===== src/rtl/bsg_fifo_1r1w_tracked.sv =====
// bsg_fifo_1r1w_tracked: single-clock 1R1W FIFO on a last-op pointer tracker.
// Define BSG_FIFO_1R1W_TRACKED_COUNT_EN to add the count_o occupancy output.
module bsg_fifo_1r1w_tracked #(
   parameter int width_p = 8,
   parameter int els_p = 64,
   localparam int ptr_width_lp = $clog2(els_p)
) (
   input  logic               clk_i,
   input  logic               reset_i,
   input  logic               v_i,
   input  logic [width_p-1:0] data_i,
   output logic               ready_o,
   output logic               v_o,
   output logic [width_p-1:0] data_o,
`ifdef BSG_FIFO_1R1W_TRACKED_COUNT_EN
   output logic [$clog2(els_p+1)-1:0] count_o,
`endif
   input  logic               yumi_i
);
   logic [width_p-1:0] r_mem [els_p];
   logic [ptr_width_lp-1:0] r_wptr, r_rptr;
   logic r_last_enq;
   logic w_eq, w_full, w_empty, w_enq, w_deq;
   // equal pointers are disambiguated by whether the last lone op was an enq
   assign w_eq = r_wptr == r_rptr;
   assign w_full = w_eq & r_last_enq;
   assign w_empty = w_eq & ~r_last_enq;
   assign w_enq = v_i & ~w_full;
   assign w_deq = yumi_i & ~w_empty;
   assign ready_o = ~w_full;
   assign v_o = ~w_empty;
   assign data_o = r_mem[r_rptr];
   always_ff @(posedge clk_i or posedge reset_i)
      if (reset_i) begin
         r_wptr <= '0;
         r_rptr <= '0;
         r_last_enq <= 1'b0;
      end else begin
         if (w_enq) r_wptr <= r_wptr + 1'b1;
         if (w_deq) r_rptr <= r_rptr + 1'b1;
         if (w_enq != w_deq) r_last_enq <= w_enq;
      end
   always_ff @(posedge clk_i)
      if (w_enq & ~reset_i) r_mem[r_wptr] <= data_i;
`ifdef BSG_FIFO_1R1W_TRACKED_COUNT_EN
   logic [$clog2(els_p+1)-1:0] r_count;
   assign count_o = r_count;
   always_ff @(posedge clk_i or posedge reset_i)
      if (reset_i) r_count <= '0;
      else if (w_enq & ~w_deq) r_count <= r_count + 1'b1;
      else if (w_deq & ~w_enq) r_count <= r_count - 1'b1;
`endif
endmodule


===== config.mk =====
export PLATFORM = sky130hd
export DESIGN_NAME = bsg_fifo_1r1w_tracked
export DESIGN_NICKNAME = d
export VERILOG_FILES = /design/src/rtl/bsg_fifo_1r1w_tracked.sv
export SDC_FILE = /design/constraint.sdc
export NUM_CORES = 1
export LEC_CHECK = 0
export ABC_AREA = 1
export CAP_MARGIN = 25
export CORE_MARGIN = 2
export CORE_UTILIZATION = 30
export CTS_BUF_LIST = sky130_fd_sc_hd__clkbuf_4 sky130_fd_sc_hd__clkbuf_8 sky130_fd_sc_hd__clkbuf_16
export DETAILED_ROUTE_END_ITERATION = 10
export GPL_ROUTABILITY_DRIVEN = 0
export SLEW_MARGIN = 20
export SYNTH_ARGS = -nofsm -noshare
export SYNTH_HDL_FRONTEND = slang
export SYNTH_SLANG_ARGS = --single-unit

===== constraint.sdc =====
create_clock -name clk_i -period 5.2 [get_ports clk_i]
set_clock_uncertainty 0.2 [all_clocks]
set_input_delay 1.3 -clock clk_i [delete_from_list [all_inputs] [get_ports clk_i]]
set_output_delay 1.3 -clock clk_i [all_outputs]
set_load 0.03 [all_outputs]

==> results of run 1 <==
[metrics by stage]
step                setup slack, ns  cell area [um2]  hold slack (ns)  power, mW  utilization [%]
floorplan                      2.02            21600            0.334       7.91                -
global placement              0.716            22800            0.380       9.45             32.0
detailed placement            0.691            22800            0.382       9.48             32.0
CTS                          0.0425            24500            0.396       13.2             34.3
global route                0.00425            24500            0.447       13.8             34.4
finish                        0.126            24500            0.412       13.1             34.4
[routing by layer]
layer  track usage (%)  share of wire (%)  vias up
li1                  -                  -     6584
met1              20.9                 43     6989
met3              3.22                8.0      102
met5                 0               0.12        -
met2              23.8                 47      539
met4              3.82                2.1       10
[how the worst max path moves through the flow]
stage	startpoint	end	slack (ns)
2_1_floorplan	r_rptr[0]	data_o[3]	2.02
3_3_place_gp	r_rptr[0]	data_o[5]	0.72
3_5_place_dp	r_rptr[0]	data_o[5]	0.69
4_1_cts	r_rptr[0]	data_o[5]	0.04
5_1_grt	r_rptr[0]	data_o[5]	0.004
6_report	r_rptr[1]	data_o[0]	0.13
[layout make-up]
type / count / share of cell area (%)
Sequential cell: 525 / 64.0
Clock inverter: 26 / 0.872
Clock buffer: 67 / 5.88
Inverter: 19 / 0.331
Timing Repair Buffer: 57 / 2.20
Multi-Input combinational cell: 1240 / 21.8
Tap cell: 950 / 4.84
[what timing repair did]
action / in CTS / in global routing
setup endpoints to repair: 0 / 8
buffers inserted: 0 / 0
resized for setup: 0 / 4
[cells in the mapped netlist]
cell        n
nand2_1   425
edfxtp_1  512
nor2_2      1
buf_4       3
buf_6       1
buf_1      19
clkbuf_1   35
clkinv_1    1
inv_1      14
ha_1        2
nand4_2     2
a21oi_1    33
o21ai_0   162
nor4_1      1
nand3_1   220
nor2_1    360
inv_2       4
o21ai_1     4
buf_2      50
dfrtp_1    13
nor3_1     10
nand2_4     8
xor2_1     10
nor2_8      1
nand4_1     1
[sequential cells by signal (all words and copies together) (netlist names)]
register    cells
r_mem         512
r_rptr          6
r_wptr          6
r_last_enq      1
[power groups by stage]
| stage | sequential, mW | combinational (mW) | clock, mW |
|---|---|---|---|
| 3_3_place_gp | 4.97 | 4.48 | 0 |
| 2_1_floorplan | 4.88 | 3.03 | 0 |
| 3_5_place_dp | 4.98 | 4.51 | 0 |
| 6_report | 4.89 | 4.52 | 3.67 |
| 5_1_grt | 4.90 | 4.98 | 3.90 |
| 4_1_cts | 4.89 | 4.52 | 3.74 |
[worst max-delay path, stage by stage, from the launching register on]
cell             delay (ns)
dfrtp_4                0.51
inv_4                  0.39
buf_12                 0.37
nand3_1                0.12
nand3_1                0.15
nand2_1                0.08
a21oi_1                0.31
nand2_1                0.10
nand3_1                0.14
nand2_1                0.15
clkdlybuf4s50_1        0.62
[cells by family after synthesis]
kind of cell	synth area share, %
XOR/XNOR	0.405
buffers and inverters	2.58
adder cells (fa/ha/maj)	0.116
flip-flops	72.6
AO/OA/AOI/OAI	4.61
AND/OR/NAND/NOR	19.7
==> results.sh, run 1 <==
export IMPL_max_slew_margin_pct=33.5
export IMPL_ff2ff_setup_slack_ns=1.45
export IMPL_seq_area_mm2=0.0157
export IMPL_cp_start_kind="flop"
export IMPL_worstSetupPathType="reg2out"
export IMPL_powerDensity_mw_per_mm2=534
export IMPL_p_switching_mw=4.91
export IMPL_htree_levels=2
export IMPL_ant_nets=0
export IMPL_multi_input_area_mm2=0.00536
export IMPL_synth_nets=1906
export IMPL_path_max_fanout=68
export IMPL_num_antenna_cells=0
export IMPL_portBuffers=21
export IMPL_nNetsFinal=1908
export IMPL_grt_pass1_vias=13576
export IMPL_grt_usage_pct=15.0
export IMPL_combPwrFrac_pct=34.6
export IMPL_synth_top_area_share_pct=71.1
export IMPL_clock_path_buffers=3
export IMPL_crit_arrival_ns=3.57
export IMPL_synth_area_leader_cell="edfxtp_1"
export IMPL_area_growth_pct=13.5
export IMPL_pwr_share_seq_pct=37.4
export IMPL_intPower_mw=8.18
export IMPL_ir_drop_uv=516
export IMPL_whs_endpoint="r_wptr[2]"
export IMPL_drt_iter0_drc=1666
export IMPL_tightest_slew_ns=0.997
export IMPL_status="finished, final reports clean"
export IMPL_p_clk_share_pct=28.1
export IMPL_finalSetupViolCount=0
export IMPL_maxSlewViolCount=0
export IMPL_die_x_um=272
export IMPL_syn_mean_instance_area_um2=11.4
export IMPL_period_share_pct=97.6
export IMPL_grt_antenna_before_repair=5
export IMPL_wl_per_cell_um=19.5
export IMPL_reg2reg_depth=10
export IMPL_grt_overflow=0
export IMPL_ys_types=25
export IMPL_layout_commonest_cell="edfxtp_1"
export IMPL_min_period_ns=5.07
export IMPL_die_area_mm2=0.0742
export IMPL_die_y_um=272
export IMPL_fmax_mhz=197
export IMPL_cts_sinks=525
export IMPL_rsz0062_at_grt="no"
export IMPL_crit_required_ns=3.70
export IMPL_ioPinCount=22
export IMPL_dr_pass1_iters=5
export IMPL_n_fill_cell=7029
export IMPL_maxCapViolations=0
export IMPL_grt_pass1_wl_mm=84.5
export IMPL_hold_violations=0
export IMPL_fin_tns_setup_ns=0
export IMPL_numCtsBuffers=51
export IMPL_synth_area_mm2=0.0216
export IMPL_ys_ff_latch=525
export IMPL_end_kind="primary output"
export IMPL_drive_gt1_share_pct=7.29
export IMPL_placedCellCount=2790
export IMPL_layout_common_cells="edfxtp_1, nand2_1, nor2_1"
export IMPL_seq_area_frac_synth_pct=72.6
export IMPL_rows=98
export IMPL_hpwl_mm=33.8
export IMPL_switching_share_pct=37.5
export IMPL_cts_tree="built"
export IMPL_drt_wl_total_mm=56.3
export IMPL_initial_utilization_pct=30.3
export IMPL_post_route_drc_count=0
export IMPL_power_static_leakage_nw=8.50
export IMPL_r2r_start="r_rptr[1]"
export IMPL_grt_max_degree=189
export IMPL_clock_latency_ns=0.60
export IMPL_netlist_instances=1892
export IMPL_via_per_inst=4.93
export IMPL_clkTransAtPathRegs_ns=0.06
export IMPL_hold_path_class="reg2reg"
export IMPL_yosysWarningCount=0
export IMPL_r2r_end="r_mem[8][0]"
export IMPL_worstHoldPathCells=2
export IMPL_hold_buffers=0
export IMPL_synth_top_cells_by_area="edfxtp_1, nand2_1, nor2_1"
export IMPL_vias=14224
export IMPL_instances_no_fill=2884
export IMPL_min_from="r_wptr[2]"
export IMPL_core_area_mm2=0.0714
export IMPL_clock_root_buffer="clkbuf_16"
No activity file was read; power rests on OpenSTA's default activity.
==> run 2, diff against run 1 <==
--- a/config.mk
+++ b/config.mk
@@ -10,6 +10,7 @@
 export CORE_MARGIN = 2
 export CORE_UTILIZATION = 30
 export CTS_BUF_LIST = sky130_fd_sc_hd__clkbuf_4 sky130_fd_sc_hd__clkbuf_8 sky130_fd_sc_hd__clkbuf_16
+export CTS_CLUSTER_DIAMETER = 50
 export DETAILED_ROUTE_END_ITERATION = 10
 export GPL_ROUTABILITY_DRIVEN = 0
 export SLEW_MARGIN = 20
==> run 2 against run 1 <==
Net effect:
- non-clock buffer count grew 1
- critical path type unchanged
- via count increased by 0.63%
- final area increased by 0.52%
==> results.sh, run 2 (synthesis gave the netlist of run 1 again) <==
export IMPL_crit_chain="inv_4, buf_12, nand3_1, nand3_1, nand2_1, a21oi_1, nand2_1, nand3_1, nand2_1, clkdlybuf4s50_1"
export IMPL_regMostFlops="r_mem"
export IMPL_critPathBufInv=3
export IMPL_cp_depth=10
export IMPL_layout_common_cells="edfxtp_1, nand2_1, nor2_1"
export IMPL_dr_pass1_iters=5
export IMPL_hpwl_mm=33.8
export IMPL_path_max_fanout=68
export IMPL_grt_pass1_vias=13596
export IMPL_clock_root_buffer="clkbuf_16"
export IMPL_rows=98
export IMPL_grt_antenna_before_repair=5
export IMPL_grt_pass1_wl_mm=84.7
export IMPL_maxCapViolations=0
export IMPL_die_y_um=272
export IMPL_startpoint="r_rptr[1]"
export IMPL_grt_overflow=0
export IMPL_die_area_mm2=0.0742
export IMPL_via_per_inst=4.95
export IMPL_power_static_leakage_nw=8.53
export IMPL_layout_setup_ws_ns=0.105
export IMPL_hold_violations=0
export IMPL_clock_path_buffers=3
export IMPL_drive_gt1_share_pct=7.48
export IMPL_finalSetupViolCount=0
export IMPL_fmax_mhz=196
export IMPL_clkTransAtPathRegs_ns=0.06
export IMPL_reg_top3="r_mem: 512 flops, r_rptr: 6 flops, r_wptr: 6 flops"
export IMPL_drt_wl_total_mm=57.0
export IMPL_end_kind="primary output"
export IMPL_hold_path_class="reg2reg"
export IMPL_period_share_pct=98.0
export IMPL_grt_max_degree=189
export IMPL_cts_setup_buffers=0
export IMPL_wl_per_cell_um=19.7
export IMPL_hold_buffers=0
export IMPL_area_growth_pct=14.1
export IMPL_tightest_slew_ns=0.983
export IMPL_num_antenna_cells=0
export IMPL_nNetsFinal=1911
export IMPL_crit_required_ns=3.70
export IMPL_hold_ws_ns=0.405
export IMPL_crit_arrival_ns=3.59
export IMPL_pre_cts_ws_ns=0.691
export IMPL_htree_levels=2
export IMPL_die_x_um=272
export IMPL_powerDensity_mw_per_mm2=541
export IMPL_reg2reg_depth=10
export IMPL_max_stage_delay_ns=0.63
export IMPL_largest_reg_flops=512
export IMPL_vias=14314
export IMPL_ir_drop_uv=455
export IMPL_cp_top_family="buffers and inverters"
export IMPL_r2r_start="r_rptr[1]"
export IMPL_max_slew_margin_pct=34.2
export IMPL_maxSlewViolCount=0
export IMPL_crit_slowest_cell="clkdlybuf4s50_1"
export IMPL_ioPinCount=22
export IMPL_r2r_end="r_mem[8][0]"
export IMPL_grt_usage_pct=15.0
export IMPL_initial_utilization_pct=30.3
export IMPL_clock_latency_ns=0.63
export IMPL_worstSetupPathType="reg2out"
export IMPL_ant_nets=0
export IMPL_cts_tree="built"
export IMPL_core_area_mm2=0.0714
export IMPL_post_route_drc_count=0
export IMPL_fin_tns_setup_ns=0
export IMPL_crit_end="data_o[2]"
export IMPL_rsz0062_at_grt="no"
export IMPL_drt_iter0_drc=1535
export IMPL_cts_resized=0
export IMPL_layout_commonest_cell="edfxtp_1"
export IMPL_status="finished, final reports clean"
export IMPL_ff2ff_setup_slack_ns=1.45
export IMPL_cts_sinks=525
export IMPL_min_period_ns=5.09
export IMPL_numCtsBuffers=53
export IMPL_fin_util_pct=34.6
export IMPL_cp_start_kind="flop"
export IMPL_portBuffers=21
run 2: changes by cell type in the layout (fill, tap and decap cells not counted), sizes merged:
cell           change
bufinv             +2
clkbuf             -2
clkdlybuf4s50      +2
clkinvlp           +1
dlymetal6s2s       -2
inv                +4
run 2: through the flow:
stage               area (um2)  std cells  power [mW]
global route             24700       2889        14.0
finish                   24700       2889        13.3
detailed placement       22800       2790        9.48
global placement         22800       2790        9.45
floorplan                21600       1892        7.91
CTS                      24600       2887        13.3
run 2: layout make-up:
cell class	count	area (um2)
repair buffers	58	564
inverters	19	86.3
fillers	7017	46700
clock inverters	33	334
clock buffers	64	1420
well taps	950	1190
multi-input cells	1240	5360
flip-flops and latches	525	15700
run 2: metal layers:
| metal | GRT usage (%) | vias to the layer above | routed length [um] |
|---|---|---|---|
| met4 | 3.98 | 10 | 1300 |
| met2 | 23.7 | 538 | 26400 |
| met1 | 20.9 | 7065 | 24400 |
| li1 | - | 6601 | - |
| met5 | 0 | - | 68 |
| met3 | 3.26 | 100 | 4720 |
run 2: how the worst min path moves through the flow:
| stage | cells past startpoint | start | endpoint | slack, ns |
|---|---|---|---|---|
| 2_1_floorplan | 2 | r_wptr[2] | r_wptr[2] | 0.33 |
| 3_3_place_gp | 2 | r_wptr[2] | r_wptr[2] | 0.38 |
| 3_5_place_dp | 2 | r_wptr[2] | r_wptr[2] | 0.38 |
| 4_1_cts | 2 | r_wptr[2] | r_wptr[2] | 0.40 |
| 5_1_grt | 2 | r_wptr[2] | r_wptr[2] | 0.45 |
| 6_report | 2 | r_wptr[2] | r_wptr[2] | 0.40 |
run 2: where the power goes:
group          switching, mW  internal, mW  leakage, nW
Sequential             0.147          4.76         4.76
Clock                   1.62          2.25        0.863
Combinational           3.28          1.30         2.91
Total                   5.04          8.30         8.53
run 2: worst register-to-register path, cell delays in order (launching register included):
cell and delay (ns):
dfrtp_4 0.51, inv_4 0.39, buf_12 0.39, nand2_1 0.12
nand2_1 0.08, nor2_1 0.08, nand4_2 0.19, nand2_4 0.13
nor2_8 0.26, nand2_4 0.21, nor2_1 0.80
